## config.mk

```make
export PLATFORM = sky130hd
export DESIGN_NAME = hockey_step_scheduler_flat
export DESIGN_NICKNAME = d
export VERILOG_FILES = /design/src/rtl/hockey_step_scheduler_pkg.sv /design/src/rtl/hockey_step_scheduler_if.sv /design/src/rtl/hockey_step_scheduler_btn_debounce.sv /design/src/rtl/hockey_step_scheduler.sv /design/src/flat_wrapper.sv
export SDC_FILE = /design/constraint.sdc
export NUM_CORES = 1
export LEC_CHECK = 0
export BUFFER_PORTS_ARGS = -buffer_cell sky130_fd_sc_hd__clkbuf_2
export CORE_MARGIN = 3
export CORE_UTILIZATION = 60
export CTS_CLUSTER_SIZE = 10
export DETAILED_ROUTE_END_ITERATION = 10
export PLACE_DENSITY = 0.77
export SKIP_LAST_GASP = 1
export SYNTH_ARGS = -nofsm -noshare
export SYNTH_HDL_FRONTEND = slang
export SYNTH_SLANG_ARGS = --single-unit
export TNS_END_PERCENT = 20
```

## constraint.sdc

```tcl
create_clock -name clk -period 6.5 [get_ports clk]
set_clock_uncertainty 0.2 [all_clocks]
set_input_delay 0.65 -clock clk [delete_from_list [all_inputs] [get_ports clk]]
set_output_delay 0.65 -clock clk [all_outputs]
set_load 0.005 [all_outputs]
```

## src/rtl/hockey_step_scheduler_pkg.sv

```systemverilog
// Shared phase encodings, serve codes and phase classification helpers
// for the air-hockey step scheduler.
package hockey_pkg;

  typedef logic [2:0] phase_t;

  localparam phase_t PH_IDLE  = 3'd0;
  localparam phase_t PH_WAIT  = 3'd1;
  localparam phase_t PH_SERVE = 3'd2;
  localparam phase_t PH_MOVE  = 3'd3;
  localparam phase_t PH_RESP  = 3'd4;

  localparam logic [1:0] SERVE_A = 2'b01;
  localparam logic [1:0] SERVE_B = 2'b10;

  // Phases in which the step divider runs.
  function automatic logic phase_timed(input phase_t p);
    return (p == PH_WAIT) || (p == PH_MOVE) || (p == PH_RESP);
  endfunction

  // Undefined encodings 5-7 behave as IDLE.
  function automatic logic phase_is_idle(input phase_t p);
    return !((p == PH_WAIT) || (p == PH_SERVE) || (p == PH_MOVE) || (p == PH_RESP));
  endfunction

endpackage

```

## src/rtl/hockey_step_scheduler_if.sv

```systemverilog
// Signal bundle between the game FSM / board inputs and the step scheduler.
interface hockey_step_scheduler_if;
  import hockey_pkg::*;

  logic       btn_a_raw;
  logic       btn_b_raw;
  phase_t     phase;
  logic       phase_start;
  logic       hit_ok;
  logic       rally_clr;
  logic       step;
  logic       phase_done;
  logic       btn_a_evt;
  logic       btn_b_evt;
  logic       serve_vld;
  logic [1:0] serve_sel;
  logic [2:0] speed_lvl;

  modport master (
    output btn_a_raw, btn_b_raw, phase, phase_start, hit_ok, rally_clr,
    input  step, phase_done, btn_a_evt, btn_b_evt, serve_vld, serve_sel, speed_lvl
  );

  modport slave (
    input  btn_a_raw, btn_b_raw, phase, phase_start, hit_ok, rally_clr,
    output step, phase_done, btn_a_evt, btn_b_evt, serve_vld, serve_sel, speed_lvl
  );
endinterface

```

## src/rtl/hockey_step_scheduler_btn_debounce.sv

```systemverilog
// Button conditioner: two-flop synchroniser, stability counter, and a
// one-cycle pulse on each accepted rising edge.
module btn_debounce #(
  parameter int DEB_CYCLES = 1_000_000
) (
  input  logic clk,
  input  logic rst,
  input  logic raw,
  output logic evt
);
  localparam int CW = $clog2(DEB_CYCLES + 1);
  localparam logic [CW-1:0] CNT_LAST = CW'(DEB_CYCLES - 1);
  localparam logic [CW-1:0] CNT_ONE  = CW'(1);

  logic          sync1_reg, sync2_reg, deb_reg, evt_reg;
  logic [CW-1:0] cnt_reg;

  always_ff @(posedge clk or posedge rst) begin
    if (rst) begin
      sync1_reg <= 1'b0;
      sync2_reg <= 1'b0;
      deb_reg   <= 1'b0;
      evt_reg   <= 1'b0;
      cnt_reg   <= '0;
    end else begin
      sync1_reg <= raw;
      sync2_reg <= sync1_reg;
      evt_reg   <= 1'b0;
      // Any cycle where the synced value agrees with the accepted one restarts the count.
      if (sync2_reg != deb_reg) begin
        if (cnt_reg == CNT_LAST) begin
          deb_reg <= sync2_reg;
          evt_reg <= sync2_reg;
          cnt_reg <= '0;
        end else begin
          cnt_reg <= cnt_reg + CNT_ONE;
        end
      end else begin
        cnt_reg <= '0;
      end
    end
  end

  assign evt = evt_reg;
endmodule

```

## src/rtl/hockey_step_scheduler.sv

```systemverilog
// Step pacing, WAIT/RESP window timing, rally speed level and serve
// arbitration for the air-hockey game FSM.
module hockey_step_scheduler
  import hockey_pkg::*;
#(
  parameter int DIV_W      = 26,
  parameter int BASE_DIV   = 50_000_000,
  parameter int DIV_STEP   = 5_000_000,
  parameter int MAX_LVL    = 4,
  parameter int DEB_CYCLES = 1_000_000,
  parameter int WAIT_STEPS = 2,
  parameter int RESP_STEPS = 2
) (
  input logic                    clk,
  input logic                    rst,
  hockey_step_scheduler_if.slave bus
);
  localparam logic [DIV_W-1:0] BASE_D  = DIV_W'(BASE_DIV);
  localparam logic [DIV_W-1:0] STEP_D  = DIV_W'(DIV_STEP);
  localparam logic [DIV_W-1:0] DIV_ONE = DIV_W'(1);
  localparam logic [2:0]       MAX_L   = 3'(MAX_LVL);
  localparam logic [7:0]       WAIT_N  = 8'(WAIT_STEPS);
  localparam logic [7:0]       RESP_N  = 8'(RESP_STEPS);

  logic [1:0] raw, evt;
  assign raw = {bus.btn_b_raw, bus.btn_a_raw};

  genvar gi;
  generate
    for (gi = 0; gi < 2; gi++) begin : g_btn
      btn_debounce #(.DEB_CYCLES(DEB_CYCLES)) u_deb (
        .clk (clk),
        .rst (rst),
        .raw (raw[gi]),
        .evt (evt[gi])
      );
    end
  endgenerate

  logic [DIV_W-1:0] div_reg, cur_div_reg, lvl_div;
  logic [7:0]       cnt_reg, cnt_inc;
  logic             done_reg;
  logic [2:0]       lvl_reg, lvl_next;
  logic             timed, windowed, at_wrap, step_next, done_next;

  always_comb begin
    timed     = phase_timed(bus.phase);
    windowed  = (bus.phase == PH_WAIT) || (bus.phase == PH_RESP);
    at_wrap   = (div_reg == cur_div_reg - DIV_ONE);
    step_next = timed && !done_reg && !bus.phase_start && at_wrap;
    cnt_inc   = cnt_reg + 8'd1;
    done_next = step_next &&
                (((bus.phase == PH_WAIT) && (cnt_inc == WAIT_N)) ||
                 ((bus.phase == PH_RESP) && (cnt_inc == RESP_N)));
    lvl_next  = lvl_reg;
    if (bus.rally_clr)
      lvl_next = 3'd0;
    else if (bus.hit_ok && (lvl_reg < MAX_L))
      lvl_next = lvl_reg + 3'd1;
    lvl_div   = BASE_D - DIV_W'(lvl_reg) * STEP_D;
  end

  // The period only changes at a step boundary or phase entry, never mid-count.
  always_ff @(posedge clk or posedge rst) begin
    if (rst) begin
      div_reg     <= '0;
      cur_div_reg <= BASE_D;
      cnt_reg     <= '0;
      done_reg    <= 1'b0;
      lvl_reg     <= '0;
    end else begin
      lvl_reg <= lvl_next;
      if (bus.phase_start) begin
        div_reg     <= '0;
        cnt_reg     <= '0;
        done_reg    <= 1'b0;
        cur_div_reg <= lvl_div;
      end else if (timed && !done_reg) begin
        if (at_wrap) begin
          div_reg     <= '0;
          cur_div_reg <= lvl_div;
          if (windowed) cnt_reg <= cnt_inc;
          if (done_next) done_reg <= 1'b1;
        end else begin
          div_reg <= div_reg + DIV_ONE;
        end
      end else begin
        div_reg <= '0;
      end
    end
  end

  logic       serve_vld_reg, lock_reg;
  logic [1:0] serve_sel_reg;

  always_ff @(posedge clk or posedge rst) begin
    if (rst) begin
      serve_vld_reg <= 1'b0;
      serve_sel_reg <= 2'b00;
      lock_reg      <= 1'b0;
    end else begin
      serve_vld_reg <= 1'b0;
      if (!phase_is_idle(bus.phase)) begin
        lock_reg <= 1'b0;
      end else if (!lock_reg && (evt != 2'b00)) begin
        serve_vld_reg <= 1'b1;
        serve_sel_reg <= evt[0] ? SERVE_A : SERVE_B;
        lock_reg      <= 1'b1;
      end
    end
  end

  assign bus.step       = step_next;
  assign bus.phase_done = done_next;
  assign bus.btn_a_evt  = evt[0];
  assign bus.btn_b_evt  = evt[1];
  assign bus.serve_vld  = serve_vld_reg;
  assign bus.serve_sel  = serve_sel_reg;
  assign bus.speed_lvl  = lvl_reg;
endmodule

```

## src/flat_wrapper.sv

```systemverilog
// flat-port wrapper written by rule: the top's interface ports become plain ports
module hockey_step_scheduler_flat import hockey_pkg::*;
#(
  parameter int DIV_W      = 26,
  parameter int BASE_DIV   = 50_000_000,
  parameter int DIV_STEP   = 5_000_000,
  parameter int MAX_LVL    = 4,
  parameter int DEB_CYCLES = 1_000_000,
  parameter int WAIT_STEPS = 2,
  parameter int RESP_STEPS = 2
)
  (clk, rst, bus_btn_a_raw, bus_btn_b_raw, bus_phase, bus_phase_start, bus_hit_ok, bus_rally_clr, bus_step, bus_phase_done, bus_btn_a_evt, bus_btn_b_evt, bus_serve_vld, bus_serve_sel, bus_speed_lvl);
  hockey_step_scheduler_if bus_i ();
  input logic clk;
  input logic rst;
  input wire logic [$bits(bus_i.btn_a_raw)-1:0] bus_btn_a_raw;
  input wire logic [$bits(bus_i.btn_b_raw)-1:0] bus_btn_b_raw;
  input wire logic [$bits(bus_i.phase)-1:0] bus_phase;
  input wire logic [$bits(bus_i.phase_start)-1:0] bus_phase_start;
  input wire logic [$bits(bus_i.hit_ok)-1:0] bus_hit_ok;
  input wire logic [$bits(bus_i.rally_clr)-1:0] bus_rally_clr;
  output wire logic [$bits(bus_i.step)-1:0] bus_step;
  output wire logic [$bits(bus_i.phase_done)-1:0] bus_phase_done;
  output wire logic [$bits(bus_i.btn_a_evt)-1:0] bus_btn_a_evt;
  output wire logic [$bits(bus_i.btn_b_evt)-1:0] bus_btn_b_evt;
  output wire logic [$bits(bus_i.serve_vld)-1:0] bus_serve_vld;
  output wire logic [$bits(bus_i.serve_sel)-1:0] bus_serve_sel;
  output wire logic [$bits(bus_i.speed_lvl)-1:0] bus_speed_lvl;
  assign bus_i.btn_a_raw = bus_btn_a_raw;
  assign bus_i.btn_b_raw = bus_btn_b_raw;
  assign bus_i.phase = bus_phase;
  assign bus_i.phase_start = bus_phase_start;
  assign bus_i.hit_ok = bus_hit_ok;
  assign bus_i.rally_clr = bus_rally_clr;
  assign bus_step = bus_i.step;
  assign bus_phase_done = bus_i.phase_done;
  assign bus_btn_a_evt = bus_i.btn_a_evt;
  assign bus_btn_b_evt = bus_i.btn_b_evt;
  assign bus_serve_vld = bus_i.serve_vld;
  assign bus_serve_sel = bus_i.serve_sel;
  assign bus_speed_lvl = bus_i.speed_lvl;
  hockey_step_scheduler #(.DIV_W(DIV_W), .BASE_DIV(BASE_DIV), .DIV_STEP(DIV_STEP), .MAX_LVL(MAX_LVL), .DEB_CYCLES(DEB_CYCLES), .WAIT_STEPS(WAIT_STEPS), .RESP_STEPS(RESP_STEPS)) u_core (.clk(clk), .rst(rst), .bus(bus_i));
endmodule
```

[Word level (Yosys, flattened, before mapping)]
Index checks and enable logic that the tools add are counted.
Storage, ports and cells
  register bits after elaboration: 116
  bits in latches: 0
  RAM bits: 0
  bits in read-only memories: 0
  input bits: 10
  output and inout port bits: 10
  logic and storage cells: 98
  memories: 0
Operators by class
  add/subtract/negate cells: 7
  multipliers: 1
  divide/modulo/power cells: 0
  order comparisons: 1
  equal/unequal tests: 10
  shift-type cells: 0
  muxes and demuxes: 29
  bitwise gates (word level): 1
  reduce and logical (&&, ||, !) cells: 31
Operators by type and width (count)
  2-to-1 mux 26 bit: 6
  2-to-1 mux 20 bit: 4
  adder 20 x 1 -> 20 bit (second input constant): 2
  equality test 20 bit (second input constant): 2
  2-to-1 mux 8 bit: 4
  adder 26 x 1 -> 26 bit (second input constant): 1
  equality test 26 bit: 1
  subtractor 26 x 1 -> 26 bit (second input constant): 1
  subtractor 26 bit (first input constant): 1
  multiplier 3 x 17 -> 20 bit (second input constant): 1
  nonzero test 2 bit: 7
  2-to-1 mux 1 bit: 12
  adder 8 x 1 -> 8 bit (second input constant): 1
  equality test 8 x 2 -> 1 bit (second input constant): 1
  logical AND 1 bit: 8
  AND reduction 2 bit: 4
  logical OR 1 bit: 7
  equality test 3 x 2 -> 1 bit (second input constant): 2
  2-to-1 mux 3 bit: 2
  AND reduction 3 bit: 2
  adder 3 x 1 -> 3 bit (second input constant): 1
  equality test 3 x 1 -> 1 bit (second input constant): 1
  equality test 3 bit (second input constant): 1
  zero test 1 bit: 3
  4 further kinds: 5

[Longest topological paths before layout]
Gate-level depths: netlist of the first run.
  depth in word-level cells: 11
  mapped depth: 14
  depth with buffers taken out: 13

[Modules after synthesis]
From an unflattened synthesis of the first run, not the netlist that was laid out.
Unflattened totals
  cell total of the unflattened synthesis: 690
  area total of the unflattened synthesis: 6817.8 um^2
Modules (own cells, without submodules)
  hockey_step_scheduler: times used 1, cells an instance 474, area each 4440.5 um^2, seq. area each 1566.5 um^2
  btn_debounce: times used 2, cells an instance 108, area each 1188.6 um^2, seq. area each 600.6 um^2

[Worst setup path before layout of the first run]
No wires, ideal clock.
  kind: register to register
  start point: register u_core.lvl_reg[0], in the netlist u_core.bus.speed_lvl[0]
  end point: register u_core.cur_div_reg[24]
  library setup time: 125 ps
  arrival: 3708 ps
  required time: 6175 ps
  path slack: 2467 ps
  stages on the path, launching flop included: 15
  buffers on the path: 1
  period minus slack after synthesis: 4033 ps
  path through: dfrtp_1 -> clkbuf_1 -> inv_1 -> ha_1 -> inv_1 -> ha_1 -> fa_1 -> xor2_1 -> or3b_2 -> or3b_2 -> a2111oi_0 -> o21ai_0 -> a21oi_1 -> xnor2_1 -> mux2_2
On the way
  cells in the longest elaborated chain, start to end: 5
Ends and longest elaborated chain
  from (decl): line hockey_step_scheduler.sv:43  | logic [2:0] lvl_reg, lvl_next;
  from (signal assigned): line hockey_step_scheduler.sv:72  | lvl_reg <= lvl_next;
  multiplier 3 x 17 -> 20 bit *: line hockey_step_scheduler.sv:60  | lvl_div = BASE_D - DIV_W'(lvl_reg) * STEP_D;
  subtractor 26 bit *: line hockey_step_scheduler.sv:60
  2-to-1 mux 26 bit: line hockey_step_scheduler.sv:79  | if (at_wrap) begin
  2-to-1 mux 26 bit: line hockey_step_scheduler.sv:78  | end else if (timed && !done_reg) begin
  2-to-1 mux 26 bit *: line hockey_step_scheduler.sv:73  | if (bus.phase_start) begin
  to (signal assigned): line hockey_step_scheduler.sv:77  | cur_div_reg <= lvl_div;
  to (signal assigned): line hockey_step_scheduler.sv:81  | cur_div_reg <= lvl_div;
  to (decl): line hockey_step_scheduler.sv:40  | logic [DIV_W-1:0] div_reg, cur_div_reg, lvl_div;
Every way passes the cells marked *; elsewhere a longest branch is shown, timed or not. The select of a mux whose other input is x is not followed.
A chain may end at the register's enable or synchronous reset.

[Worst setup path after layout of the first run]
  start point: register u_core.cur_div_reg[6]
  end point: output port bus_step
On the way
  cells in the longest elaborated chain, start to end: 3
Ends and longest elaborated chain
  subtractor 26 x 1 -> 26 bit: line hockey_step_scheduler.sv:49  | at_wrap = (div_reg == cur_div_reg - DIV_ONE);
  equality test 26 bit: line hockey_step_scheduler.sv:49
  logical AND 1 bit: line hockey_step_scheduler.sv:50  | step_next = timed && !done_reg && !bus.phase_start && at_wrap;
  to (decl): line flat_wrapper.sv:22  | output wire logic [$bits(bus_i.step)-1:0] bus_step;
Every way passes these cells.

==> results of run 1 <==
## power groups by stage
stage	logic, mW	registers [mW]	clock network (mW)
3_3_place_gp	0.195	0.792	0
2_1_floorplan	0.167	0.775	0
6_report	0.201	0.781	0.419
4_1_cts	0.203	0.780	0.436
5_1_grt	0.225	0.789	0.463
3_5_place_dp	0.201	0.793	0
## synth_stat cells, types with 4 or more instances
cell / number / area share
sky130_fd_sc_hd__inv_1: 16 / 0.0094
sky130_fd_sc_hd__nor4_1: 8 / 0.0079
sky130_fd_sc_hd__o21ai_0: 19 / 0.015
sky130_fd_sc_hd__and3_1: 19 / 0.019
sky130_fd_sc_hd__nor2b_1: 7 / 0.0069
sky130_fd_sc_hd__mux2i_1: 6 / 0.0094
sky130_fd_sc_hd__dfstp_2: 12 / 0.050
sky130_fd_sc_hd__nand2b_1: 5 / 0.0049
sky130_fd_sc_hd__and4_1: 4 / 0.0055
sky130_fd_sc_hd__ha_1: 17 / 0.033
sky130_fd_sc_hd__dfrtp_1: 98 / 0.39
sky130_fd_sc_hd__nor3_1: 15 / 0.012
sky130_fd_sc_hd__nor2_1: 102 / 0.060
sky130_fd_sc_hd__a21oi_1: 27 / 0.021
sky130_fd_sc_hd__mux2_2: 20 / 0.035
sky130_fd_sc_hd__or4_1: 6 / 0.0071
sky130_fd_sc_hd__buf_2: 8 / 0.0063
sky130_fd_sc_hd__nand4_1: 11 / 0.011
sky130_fd_sc_hd__and2_1: 4 / 0.0039
sky130_fd_sc_hd__nor3b_1: 5 / 0.0059
sky130_fd_sc_hd__xor2_1: 46 / 0.063
sky130_fd_sc_hd__clkbuf_1: 7 / 0.0041
sky130_fd_sc_hd__xnor2_1: 64 / 0.088
sky130_fd_sc_hd__or3_1: 14 / 0.014
sky130_fd_sc_hd__nand3_1: 43 / 0.034
sky130_fd_sc_hd__nand2_1: 32 / 0.019
sky130_fd_sc_hd__a21o_1: 4 / 0.0047
## kinds of logic (layout without fill, tap and decap cells)
logic type	Yosys count	count (layout)	share of synthesized area
xor+xnor	110	110	0.1516
fa+ha+maj	18	18	0.03661
compound gates	70	70	0.06595
simple gates	296	296	0.2439
mux	26	26	0.04488
flops	110	110	0.4354
buf+inv	33	52	0.02165
## placed cells by master (no fill, tap or decap), types with 3 or more instances in the layout
cell type	synthesis	final
sky130_fd_sc_hd__a211o_1	3	3
sky130_fd_sc_hd__nor4_1	8	8
sky130_fd_sc_hd__and4_1	4	4
sky130_fd_sc_hd__nor3_1	15	15
sky130_fd_sc_hd__nand2b_1	5	5
sky130_fd_sc_hd__nand4_1	11	11
sky130_fd_sc_hd__dfstp_2	12	12
sky130_fd_sc_hd__xor2_1	46	46
sky130_fd_sc_hd__o21ai_0	19	19
sky130_fd_sc_hd__clkbuf_8	0	9
sky130_fd_sc_hd__nor2_1	102	102
sky130_fd_sc_hd__inv_1	16	15
sky130_fd_sc_hd__xnor2_1	64	64
sky130_fd_sc_hd__nor2b_1	7	7
sky130_fd_sc_hd__nor4b_1	3	3
sky130_fd_sc_hd__a21oi_1	27	27
sky130_fd_sc_hd__mux2i_1	6	6
sky130_fd_sc_hd__nor3b_1	5	5
sky130_fd_sc_hd__or4_1	6	6
sky130_fd_sc_hd__ha_1	17	17
sky130_fd_sc_hd__a21o_1	4	4
sky130_fd_sc_hd__dfrtp_1	98	98
sky130_fd_sc_hd__and2_1	4	4
sky130_fd_sc_hd__nand3_1	43	43
sky130_fd_sc_hd__mux2_2	20	20
sky130_fd_sc_hd__clkbuf_2	0	19
sky130_fd_sc_hd__or3_1	14	14
sky130_fd_sc_hd__a211oi_1	3	3
sky130_fd_sc_hd__nand2_1	32	32
sky130_fd_sc_hd__and3_1	19	19
## cell type report
class                      count  area, µm²
timing repair buffer          20      102.6
multi-input combinational    520       3451
fill                         793       3297
tap                          133      166.4
clock inverter                 5      66.31
sequential                   110       2768
clock buffer                  11      131.4
inverter                      16      62.56
## stage by stage
step | std cells | worst slack, ps | hold WS (ps) | utilization
2_1_floorplan | 663 | 2467 | 131.2 | -
3_3_place_gp | 799 | 2300 | 132.0 | 0.6521
3_5_place_dp | 799 | 2149 | 141.3 | 0.6521
4_1_cts | 815 | 1771 | 130.7 | 0.6718
5_1_grt | 815 | 1352 | 125.0 | 0.6718
6_report | 815 | 1709 | 155.4 | 0.6718
## per-layer routing
metal | vias up | global-route usage | part of all wire
li1 | 2334 | - | -
met1 | 2264 | 0.2905 | 0.48
met2 | 60 | 0.3658 | 0.48
met3 | 12 | 0.05921 | 0.025
met4 | 0 | 0.06492 | 0.015
met5 | - | 0 | 0
## worst paths after layout
check | start | endpoint | depth (start not counted)
max | u_core.cur_div_reg[6]$_DFFE_PP0P_ | bus_step | 10
min | u_core.g_btn[1].u_deb.sync1_reg$_DFF_PP0_ | u_core.g_btn[1].u_deb.sync2_reg$_DFF_PP0_ | 0
max reg2reg | u_core.bus.speed_lvl[0]$_DFFE_PP0P_ | u_core.cur_div_reg[24]$_DFFE_PP0P_ | 13
min reg2reg | u_core.g_btn[1].u_deb.sync1_reg$_DFF_PP0_ | u_core.g_btn[1].u_deb.sync2_reg$_DFF_PP0_ | 0
max in group asynchronous | rst | u_core.div_reg[25]$_DFF_PP0_ | 3
min in group asynchronous | rst | u_core.g_btn[1].u_deb.cnt_reg[11]$_DFF_PP0_ | 2
==> out/summary.md, run 1 <==
In this run the power density over the cells is 207.7 mW/mm². The initial antenna violation count was 0. The maximum net fanout on the critical path is 6.

For the worst vdd rail ir drop, the log shows 0.1574 mV. For this run, design rule violations remaining after detail routing come to 0. The floorplan step defined a die boundary enclosing 0.01186 mm². The flow ran to the end, and the final reports show no timing, DRC or antenna violations. After synthesis, the netlist uses 56 different library cells.

For this run, the detailed router's first-pass iteration total came to 4. The detailed router finished its first iteration with 314 violations. The clock period could shrink to 4791 ps.

The number of gates resized after CTS was 0. The number of hold-repair buffers added at the cts stage is 0. The setup slack of the most critical reg-to-reg path came out at 2040 ps.

The H-tree was split into 3 levels. The routed layout has 4670 vias. Summed over all layers, the global routing overflow is 0.

Traced cell by cell, the critical path runs through inv_1, ha_1, nor4b_1, nand4_1, xor2_1, nor3_1, o21ai_0, nor4_1, nor3b_1, clkbuf_2. The run gives 0.006356 mm² as the netlist area before placement. The worst setup path is launched from a flip-flop. The number of flip-flops in the largest register is 40. In the synthesized netlist, the number of instances is 663. The slew of the pin with the lowest slew margin is 1041 ps. Pin placement for this block handled 20 I/O pins. The largest stage delay on the critical path is 870 ps. The average cell area after synthesis came out at 9.587 µm². Row generation in the floorplan step produced 36 rows. Across the run, the number of max-cap violations was 0. After synthesis the netlist holds a flip-flop and latch count of 110. The placement-stage cell area was 0.006550 mm². The clock transition at the registers of the reported paths came out at 100 ps. The share of layout cells above drive strength 1 works out to 0.1158. The height of the die was 108.9 µm.

The deepest clock path buffer count was 2. Among cell families on the critical path, the largest total delay comes from simple AND/OR/NAND/NOR gates. The run gives 0.557 as the power share of the sequential group.

The synthesized design contains 0 enable-type register cells. For the part of the total power dissipated in the clock network, the log shows 0.299. The later pin in the worst-skew pair is clocked with a latency of 390 ps. The count of final hold-check violations was 0; the area added between synthesis and finish was 6.161%. The logs give 2.845 nW for the static leakage and 0.2228 for the all-layer global routing usage.

The vias per cell was 5.730. Entering global routing, the biggest net connects 64 pins. The run gives 705 as the final layout net count.

The async set-or-reset flop fraction in the synthesized netlist was 1.000; the area of the core was 0.01004 mm². The worst slew slack as a fraction of its limit was 0.2966; the number of buffers added for setup after CTS was 0. Together, buffers and inverters on the worst path number 2. In this run the tool buffered the top-level ports with 19 buffer cells. For the initial standard-cell utilization of the core, the log shows 0.6328.

The remaining number of nets flagged by the antenna check after routing is 0. The total setup violations reported at the end of the flow is 0. For the worst setup path, the data required time is 5650 ps. Detailed placement ended at an HPWL of 8.688 mm.

The critical path is of the flip-flop to output port type. Adding up every negative setup slack in the final design gives 0 ps. The logs give 0.4033 mW for the switching power summed over all nets and 1.402 mW for the overall power of the completed layout.

During synthesis, Yosys emitted a total of 0 warnings. The critical path's slowest cell is sky130_fd_sc_hd__nor4b_1. TritonCTS built the clock tree. Measured along the x axis, the die boundary spans 108.9 µm. The switching power as a share of total power is 0.2877, and the cell-internal power is 0.9984 mW. The run gives 0 as the antenna diode count.

The tree built by TritonCTS fans out to 110 sinks. The run gives 0.4354 as the portion of the post-synthesis area used by sequential elements. The tree is rooted in a sky130_fd_sc_hd__clkbuf_8.

The max-slew violation total from the final report is 0, and the wire length of the first global-routing pass is 21.04 mm. In the final routed layout, each cell accounts on average for 14.79 µm. The run gives 0.006748 mm² as the finished layout cell area.

The final weighted congestion in routability-driven placement is 0.9076. The total wire length after detailed routing is 12.06 mm. The logs give 4651 for the via count of the first global-routing pass and 208.7 MHz for the highest achievable clock rate.

Among all flip-flop cells after synthesis, the most frequent one is sky130_fd_sc_hd__dfrtp_1. Data arrives at the worst endpoint at 3940 ps. The min-delay analysis places its worst path in the category flip-flop to flip-flop. Counting the buffers created by CTS gives 9. The worst setup path is captured at an output port. The run gives 0.144 as the combinational share of power. The share of the cycle needed by the critical path after routing is 0.7371, and the number of nets in the synthesized netlist is 691. Setup repair after global routing left no endpoint under its margin.
Note: power is estimated with default switching activity, not from simulation.
==> inputs of run 2 (changes only) <==
==> constraint.sdc (replaced) <==
create_clock -name clk -period 4.55 [get_ports clk]
set_clock_uncertainty 0.2 [all_clocks]
set_input_delay 0.455 -clock clk [delete_from_list [all_inputs] [get_ports clk]]
set_output_delay 0.455 -clock clk [all_outputs]
set_load 0.005 [all_outputs]
==> run 2 against run 1 <==
Against the previous run:
- sequential cell count did not move
- final area rose by 0.95%
- total power rose by 43%
- critical path depth did not move
- combinational power rose by 50%
- critical endpoint unchanged
- sequential share of layout area fell by 0.38 points
- non-clock buffer count rose by 6
==> out/summary.md, run 2 (synthesis gave the netlist of run 1 again) <==
The family with the most delay on the worst path was simple AND/OR/NAND/NOR gates. The insertion delay to the later sink of the worst-skew pair came out at 390 ps (about the same). The depth of the worst register-to-register path was 13 (unchanged); the worst slew slack as a fraction of its limit was 0.3766 (+0.08008). For the detailed placement HPWL, the log shows 9.140 mm (+5.2%). The number of buffers and inverters on the critical path is 2 (unchanged). Number of cells on the critical path: 10 (unchanged). For the number of DRC markers in iteration 0, the log shows 305 (-2.9%). For the via count, the log shows 4815 (+3.1%).

The row count is 36 (unchanged). The worst vdd rail ir drop is 0.2458 mV (+56%). On the critical path, the stage with the largest delay is an instance of sky130_fd_sc_hd__or4b_1.

The run gives 0.3833 (+0.01754) as the global routing met2 resource utilization. The via count of the first global-routing pass came out at 4692 (+0.88%). The total negative slack for setup checks came out at 0 ps (unchanged). Data arrival at the endpoint of the critical path: 3560 ps (-380 ps). The total wire length after detailed routing was 12.32 mm (+2.2%). The area of the core was 0.01004 mm² (unchanged); the maximum net fanout on the critical path was 6 (unchanged). The logs give 5 (+1) for the number of iterations in the first detailed-routing pass and 0 (unchanged) for the max-slew violation total from the final report. Width of the die: 108.9 µm (unchanged). The worst setup path is launched from a flip-flop. Pin count of the biggest net entering global routing: 81 (+27%). In this run the most used layer during global routing was met2. In this run the critical register-to-register path is launched from u_core.bus.speed_lvl[0]$_DFFE_PP0P_. The area growth from synthesis to layout is 7.165%. The worst setup path endpoint was bus_step.

The most frequent standard cell in the layout excluding fill and tap cells was sky130_fd_sc_hd__nor2_1. The run gives 0 (unchanged) as the total setup violations reported at the end of the flow. The deepest clock path buffer count was 2 (unchanged). The initial antenna violation count is 0 (unchanged), and the height of the die is 108.9 µm (unchanged).

The setup slack of the most critical reg-to-reg path was 540 ps (-1500 ps). The tools report the highest achievable clock rate as 237.2 MHz. CTS H-tree depth: 3 (unchanged).

The tools report the element type at the critical path end as an output port. The number of flip-flops in the largest register is 40 (unchanged), and the number of buffers added for setup after CTS is 0 (unchanged). The final cell utilization of the core is 0.6781 (+0.006353), and the DRC violation count after routing is 0 (unchanged). The power density relative to cell area was 293.7 mW/mm² (+41%).

The static leakage was 2.882 nW (+1.3%). The share of layout cells above drive strength 1 is 0.1250 (+0.009164), and the total number of clock tree sinks is 110 (unchanged). The remaining number of nets flagged by the antenna check after routing was 0 (unchanged). Quantity of I/O buffers inserted on ports: 19 (unchanged).

The share of the cycle needed by the critical path after routing is 0.9267. The worst setup path is of the flip-flop to output port kind. The master cell of the clock root buffer was sky130_fd_sc_hd__clkbuf_8. The run gives 0.6328 (unchanged) as the initial standard-cell utilization of the core.

Tracing the worst setup path back leads to its startpoint at u_core.cur_div_reg[6]$_DFFE_PP0P_. In the layout the commonest cells are 102 x sky130_fd_sc_hd__nor2_1, 98 x sky130_fd_sc_hd__dfrtp_1, 64 x sky130_fd_sc_hd__xnor2_1, 46 x sky130_fd_sc_hd__xor2_1, 43 x sky130_fd_sc_hd__nand3_1. The run gives 0.01186 mm² (unchanged) as the full die area. The logs give 0 (unchanged) for the count of final hold-check violations and 0 (unchanged) for the count of max-cap constraint violations.

Setup repair after global routing left no endpoint under its margin. The routed length per instance came out at 15.00 µm (+1.4%). The tools report the wire length of the first global-routing pass as 21.56 mm (+2.5%). For the final weighted congestion in routability-driven placement, the log shows 0.9202 (+1.4%).

The antenna diode count was 0 (unchanged). The worst register-to-register path ends at u_core.cur_div_reg[24]$_DFFE_PP0P_. The slew of the pin with the lowest slew margin is 935.0 ps (-105.5 ps), and the data required time of the critical path is 3890 ps (-1760 ps). The flow ran to the end, and the final reports show no timing, DRC or antenna violations. The final layout net count was 711 (+0.85%); the overall power of the completed layout was 2.001 mW (+43%). Total I/O pin count: 20 (unchanged). The clock transition at the registers of the reported paths is 110 ps (about the same), and the all-layer global routing usage is 0.2255 (+0.002679). TritonCTS built the clock tree.

The aggregate global routing overflow was 0 (unchanged); the met1 track demand over resource was 0.2992 (+0.008703). The signal on the critical path passes through inv_1, ha_1, or4b_1, nor3_1, o22ai_1, a211oi_1, nand4b_1, nor4_1, nor3b_1, clkbuf_2. Clock period minus worst slack: 4217 ps.

The met3 track utilization from global routing came out at 0.03848 (-0.02072). The largest stage delay on the critical path is 620 ps (-250 ps). In this run the worst hold path is classified as primary input to flip-flop. The total CTS buffers was 9 (unchanged).

The vias per cell was 5.865 (+2.4%).
-- run 2: cell type report --
cell class / count / area, µm²
Multi-Input combinational cell: 520 / 3457
Fill cell: 800 / 3233
Sequential cell: 110 / 2768
Tap cell: 133 / 166.4
Timing Repair Buffer: 26 / 152.6
Clock buffer: 9 / 123.9
Clock inverter: 7 / 81.33
Inverter: 16 / 62.56
-- run 2: worst min-delay path by stage --
stage,startpoint,to,slack [ps],cells past startpoint
floorplan,u_core.g_btn[0].u_deb.sync1_reg$_DFF_PP0_,u_core.g_btn[0].u_deb.sync2_reg$_DFF_PP0_,130,0
global placement,u_core.g_btn[1].u_deb.sync1_reg$_DFF_PP0_,u_core.g_btn[1].u_deb.sync2_reg$_DFF_PP0_,130,0
detailed placement,u_core.g_btn[1].u_deb.sync1_reg$_DFF_PP0_,u_core.g_btn[1].u_deb.sync2_reg$_DFF_PP0_,140,0
CTS,bus_rally_clr,u_core.bus.speed_lvl[1]$_DFFE_PP0P_,30,2
global route,bus_rally_clr,u_core.bus.speed_lvl[1]$_DFFE_PP0P_,50,2
finish,bus_rally_clr,u_core.bus.speed_lvl[1]$_DFFE_PP0P_,50,2
-- run 2: report_power, final --
group | internal [mW] | switching [mW]
clock network | 0.221 | 0.366
logic | 0.135 | 0.166
registers | 1.03 | 0.0773
-- run 2: timing repair --
item / in CTS / in global routing
hold endpoints to repair: 2 / 0
endpoints found under the setup margin: 0 / 2
hold buffers: 2 / 0
gates resized for setup: 0 / 1
-- run 2: metrics by stage --
step | hold WS, ps | instance area [µm²] | std cells | worst slack (ps)
detailed placement | 140.5 | 6580 | 803 | 562.8
floorplan | 131.2 | 6356 | 663 | 516.9
finish | 52.37 | 6812 | 821 | 333.5
global route | 46.66 | 6812 | 821 | 93.77
CTS | 34.92 | 6805 | 821 | 235.4
global placement | 133.4 | 6580 | 803 | 716.0
-- run 2: metal layers --
| metal | routed length [µm] | share of wire |
|---|---|---|
| met1 | 5652 | 0.46 |
| met3 | 446 | 0.036 |
| met2 | 6049 | 0.49 |
| met5 | 0 | 0 |
| met4 | 168 | 0.014 |
==> inputs of run 3 (changes only) <==
--- a/config.mk
+++ b/config.mk
@@ -7,10 +7,10 @@
 export LEC_CHECK = 0
 export BUFFER_PORTS_ARGS = -buffer_cell sky130_fd_sc_hd__clkbuf_2
 export CORE_MARGIN = 3
-export CORE_UTILIZATION = 60
-export CTS_CLUSTER_SIZE = 10
+export CORE_UTILIZATION = 55
+export CTS_CLUSTER_SIZE = 16
 export DETAILED_ROUTE_END_ITERATION = 10
-export PLACE_DENSITY = 0.77
+export PLACE_DENSITY = 0.72
 export SKIP_LAST_GASP = 1
 export SYNTH_ARGS = -nofsm -noshare
 export SYNTH_HDL_FRONTEND = slang
==> run 3 against run 2 <==
Against the previous run:
- cell count rose by 0.85%
- maximum frequency increased by 2.2%
- critical path depth is 3 higher
- count of clock-buffer cells in the layout grew 1
- worst hold slack better by 35 ps
- critical path type is now flip-flop to flip-flop
- largest cell class unchanged
- largest power group unchanged
- highest routed layer unchanged
==> out/summary.md, run 3 (synthesis gave the netlist of run 1 again) <==
The flow ran to the end, and the final reports show no timing, DRC or antenna violations. The run gives 6.420 mm (+6.1%) as the met2 wire length. The share of layout cells above drive strength 1 came out at 0.1265 (+0.001453). The antenna diode count was 0 (unchanged). The tools report the finished layout cell area as 0.006924 mm² (+1.7%). The part of the total power dissipated in the clock network was 0.357 (+0.064). The critical path's slowest cell is sky130_fd_sc_hd__or3b_2. The placement-stage worst setup slack was 496.9 ps (-65.86 ps).

The critical path is of the flip-flop to flip-flop type. TritonCTS built the clock tree. The worst setup path is captured at a flip-flop. The signal on the critical path passes through inv_1, ha_1, inv_1, ha_1, fa_1, xor2_1, or3b_2, or3b_2, a2111oi_0, o21ai_0, a21oi_1, xnor2_1, mux2_2. The logs give 9.095 mm (-0.49%) for the detailed placement HPWL and 0 (unchanged) for the remaining number of nets flagged by the antenna check after routing. The largest stage delay on the critical path was 440 ps (-180 ps); the met1 wire length was 5.598 mm (-0.96%).

The pin count of the biggest net entering global routing was 89 (+9.9%); the non-filler instance count after layout was 828 (+0.85%). The tools report the insertion delay to the later sink of the worst-skew pair as 350 ps (-40 ps). The footprint of the flip-flops and latches was 0.002768 mm² (unchanged). The highest metal layer with signal wires was met4. The row count came out at 38 (+5.6%). The data required time of the critical path was 4590 ps (+700 ps); the count of final hold-check violations was 0 (unchanged). The number of fill cells was 910 (+14%).

Power density relative to cell area: 317.8 mW/mm² (+8.2%). The power share of the sequential group is 0.506 (-0.050), and the footprint of the multi-input gates is 0.003463 mm² (+0.18%). Vias per cell: 5.872 (+0.12%). The routed length per instance was 15.24 µm (+1.6%). The switching power summed over all nets is 0.6295 mW (+3.2%), and the count of max-cap constraint violations is 0 (unchanged). The DRC violation count after routing came out at 0 (unchanged).

Worst slew slack as a fraction of its limit: 0.3118 (-0.06486). The final layout net count is 711 (unchanged), and the area added between synthesis and finish is 8.937%. The final weighted congestion in routability-driven placement came out at 0.8968 (-2.5%).

The combinational share of power was 0.138 (-0.013). STA classifies the critical path startpoint as a flip-flop. The switching power as a share of total power came out at 0.2860 (-0.01884). In the layout the commonest cells are 102 x sky130_fd_sc_hd__nor2_1, 98 x sky130_fd_sc_hd__dfrtp_1, 64 x sky130_fd_sc_hd__xnor2_1, 46 x sky130_fd_sc_hd__xor2_1, 43 x sky130_fd_sc_hd__nand3_1.

The highest achievable clock rate came out at 242.4 MHz (+2.2%). The maximum net fanout on the critical path came out at 5 (-1). The worst vdd rail ir drop came out at 0.2294 mV (-6.7%). The aggregate global routing overflow was 0 (unchanged); the total CTS buffers was 9 (unchanged).

Placement-stage cell area: 0.006589 mm² (+0.13%). Setup repair after global routing left no endpoint under its margin. CTS H-tree depth: 3 (unchanged).

The tools report the number of iterations in the first detailed-routing pass as 5 (unchanged). The total number of clock tree sinks is 110 (unchanged). Max-slew violation total from the final report: 0 (unchanged). The via count of the first global-routing pass is 4808 (+2.5%). For the all-layer global routing usage, the log shows 0.2074 (-0.01807).

Type of the worst min-delay path: primary input to flip-flop. For the initial antenna violation count, the log shows 0 (unchanged). The quantity of I/O buffers inserted on ports is 19 (unchanged).

The run gives 22.14 mm (+2.7%) as the wire length of the first global-routing pass. For the deepest clock path buffer count, the log shows 2 (unchanged). The share of the cycle needed by the critical path after routing came out at 0.9065 (-0.02021). The data arrival at the endpoint of the critical path came out at 4170 ps (+610 ps). In this run the clock root is driven by a sky130_fd_sc_hd__clkbuf_16. The area of the core is 0.01108 mm² (+10%), and the via count is 4862 (+0.98%). The met3 wire length is 397 µm (-11%), and the clock transition at the registers of the reported paths is 70 ps (-40 ps). The run gives 0.01288 mm² (+8.6%) as the full die area.

The logs give 0 ps (unchanged) for the total negative slack for setup checks and 0.5738 (-0.05903) for the initial standard-cell utilization of the core. The count of placed standard cells including taps was 810 (+0.87%); the total I/O pin count was 20 (unchanged). Clock period minus worst slack: 4125 ps (-91.94 ps).

The total wire length after detailed routing is 12.62 mm (+2.5%), and the cell-internal power is 1.571 mW (+13%). The total setup violations reported at the end of the flow was 0 (unchanged); the height of the die was 113.5 µm (+4.2%). The width of the die is 113.5 µm (+4.2%), and the number of DRC markers in iteration 0 is 325 (+6.6%).

Broken down by cell family, the worst path's largest delay share belongs to adder cells. The most frequent standard cell in the layout excluding fill and tap cells is sky130_fd_sc_hd__nor2_1. The slew of the pin with the lowest slew margin was 1032 ps (+97.29 ps). The post-route worst setup slack is 425.4 ps (+91.94 ps), and the number of flip-flops in the largest register is 40 (unchanged). The static leakage was 2.924 nW (+1.5%).

The number of buffers and inverters on the critical path was 2 (unchanged).
==> run 3: final cells by class <==
class / count / area share
clock buffer: 10 / 0.03451
clock inverter: 6 / 0.009216
inverter: 16 / 0.009035
multi-input combinational: 520 / 0.5002
sequential: 110 / 0.3997
tap: 140 / 0.02530
timing repair buffer: 26 / 0.02205
==> run 3: power groups by stage <==
stage                     combinational [mW]  clock (mW)  sequential [mW]
after global placement                 0.290           0             1.13
after global routing                   0.334       0.842             1.12
after floorplan                        0.239           0             1.11
final                                  0.303       0.785             1.11
after CTS                              0.303       0.807             1.11
after detailed placement               0.299           0             1.13
==> run 3: worst reg2reg max path, cell delays in order, from the launching register on <==
cell and delay, ps:
sky130_fd_sc_hd__dfrtp_1 360, sky130_fd_sc_hd__inv_1 90, sky130_fd_sc_hd__ha_1 390, sky130_fd_sc_hd__inv_1 130, sky130_fd_sc_hd__ha_1 260, sky130_fd_sc_hd__fa_1 410
sky130_fd_sc_hd__xor2_1 280, sky130_fd_sc_hd__or3b_2 210, sky130_fd_sc_hd__or3b_2 440, sky130_fd_sc_hd__a2111oi_0 400, sky130_fd_sc_hd__o21ai_0 270, sky130_fd_sc_hd__a21oi_1 240
sky130_fd_sc_hd__xnor2_1 80, sky130_fd_sc_hd__mux2_2 260
==> run 3: layer usage <==
| layer | vias up | global-route usage |
|---|---|---|
| met5 | - | 0 |
| met4 | 0 | 0.06891 |
| met3 | 21 | 0.04191 |
| met2 | 89 | 0.3565 |
| met1 | 2409 | 0.2618 |
| li1 | 2343 | - |
==> run 3: through the flow <==
stage               hold WS, ps  power [mW]  utilization
floorplan                 131.2       1.345            -
global placement          132.9       1.416       0.5948
detailed placement        137.3       1.429       0.5948
CTS                       83.37       2.220       0.6239
global route              92.87       2.297       0.6250
finish                    87.34       2.201       0.6250
==> run 3: worst paths after layout <==
kind                                                           start                                   endpoint  slack, ps  cells past startpoint
max                              u_core.bus.speed_lvl[0]$_DFFE_PP0P_         u_core.cur_div_reg[24]$_DFFE_PP0P_        430                     13
min                                                    bus_rally_clr        u_core.bus.speed_lvl[2]$_DFFE_PP0P_         90                      2
max reg2reg                      u_core.bus.speed_lvl[0]$_DFFE_PP0P_         u_core.cur_div_reg[24]$_DFFE_PP0P_        430                     13
min reg2reg                u_core.g_btn[1].u_deb.sync1_reg$_DFF_PP0_  u_core.g_btn[1].u_deb.sync2_reg$_DFF_PP0_        150                      0
max in group asynchronous                                        rst              u_core.cnt_reg[6]$_DFFE_PP0P_       3100                      3
min in group asynchronous                                        rst  u_core.g_btn[1].u_deb.sync1_reg$_DFF_PP0_        140                      2
==> run 3: what timing repair did <==
action / CTS / global route
buffers inserted: 0 / 0
hold buffers: 2 / 0
endpoints found under the hold margin: 2 / 0
setup endpoints to repair: 0 / 2
resized for setup: 0 / 2
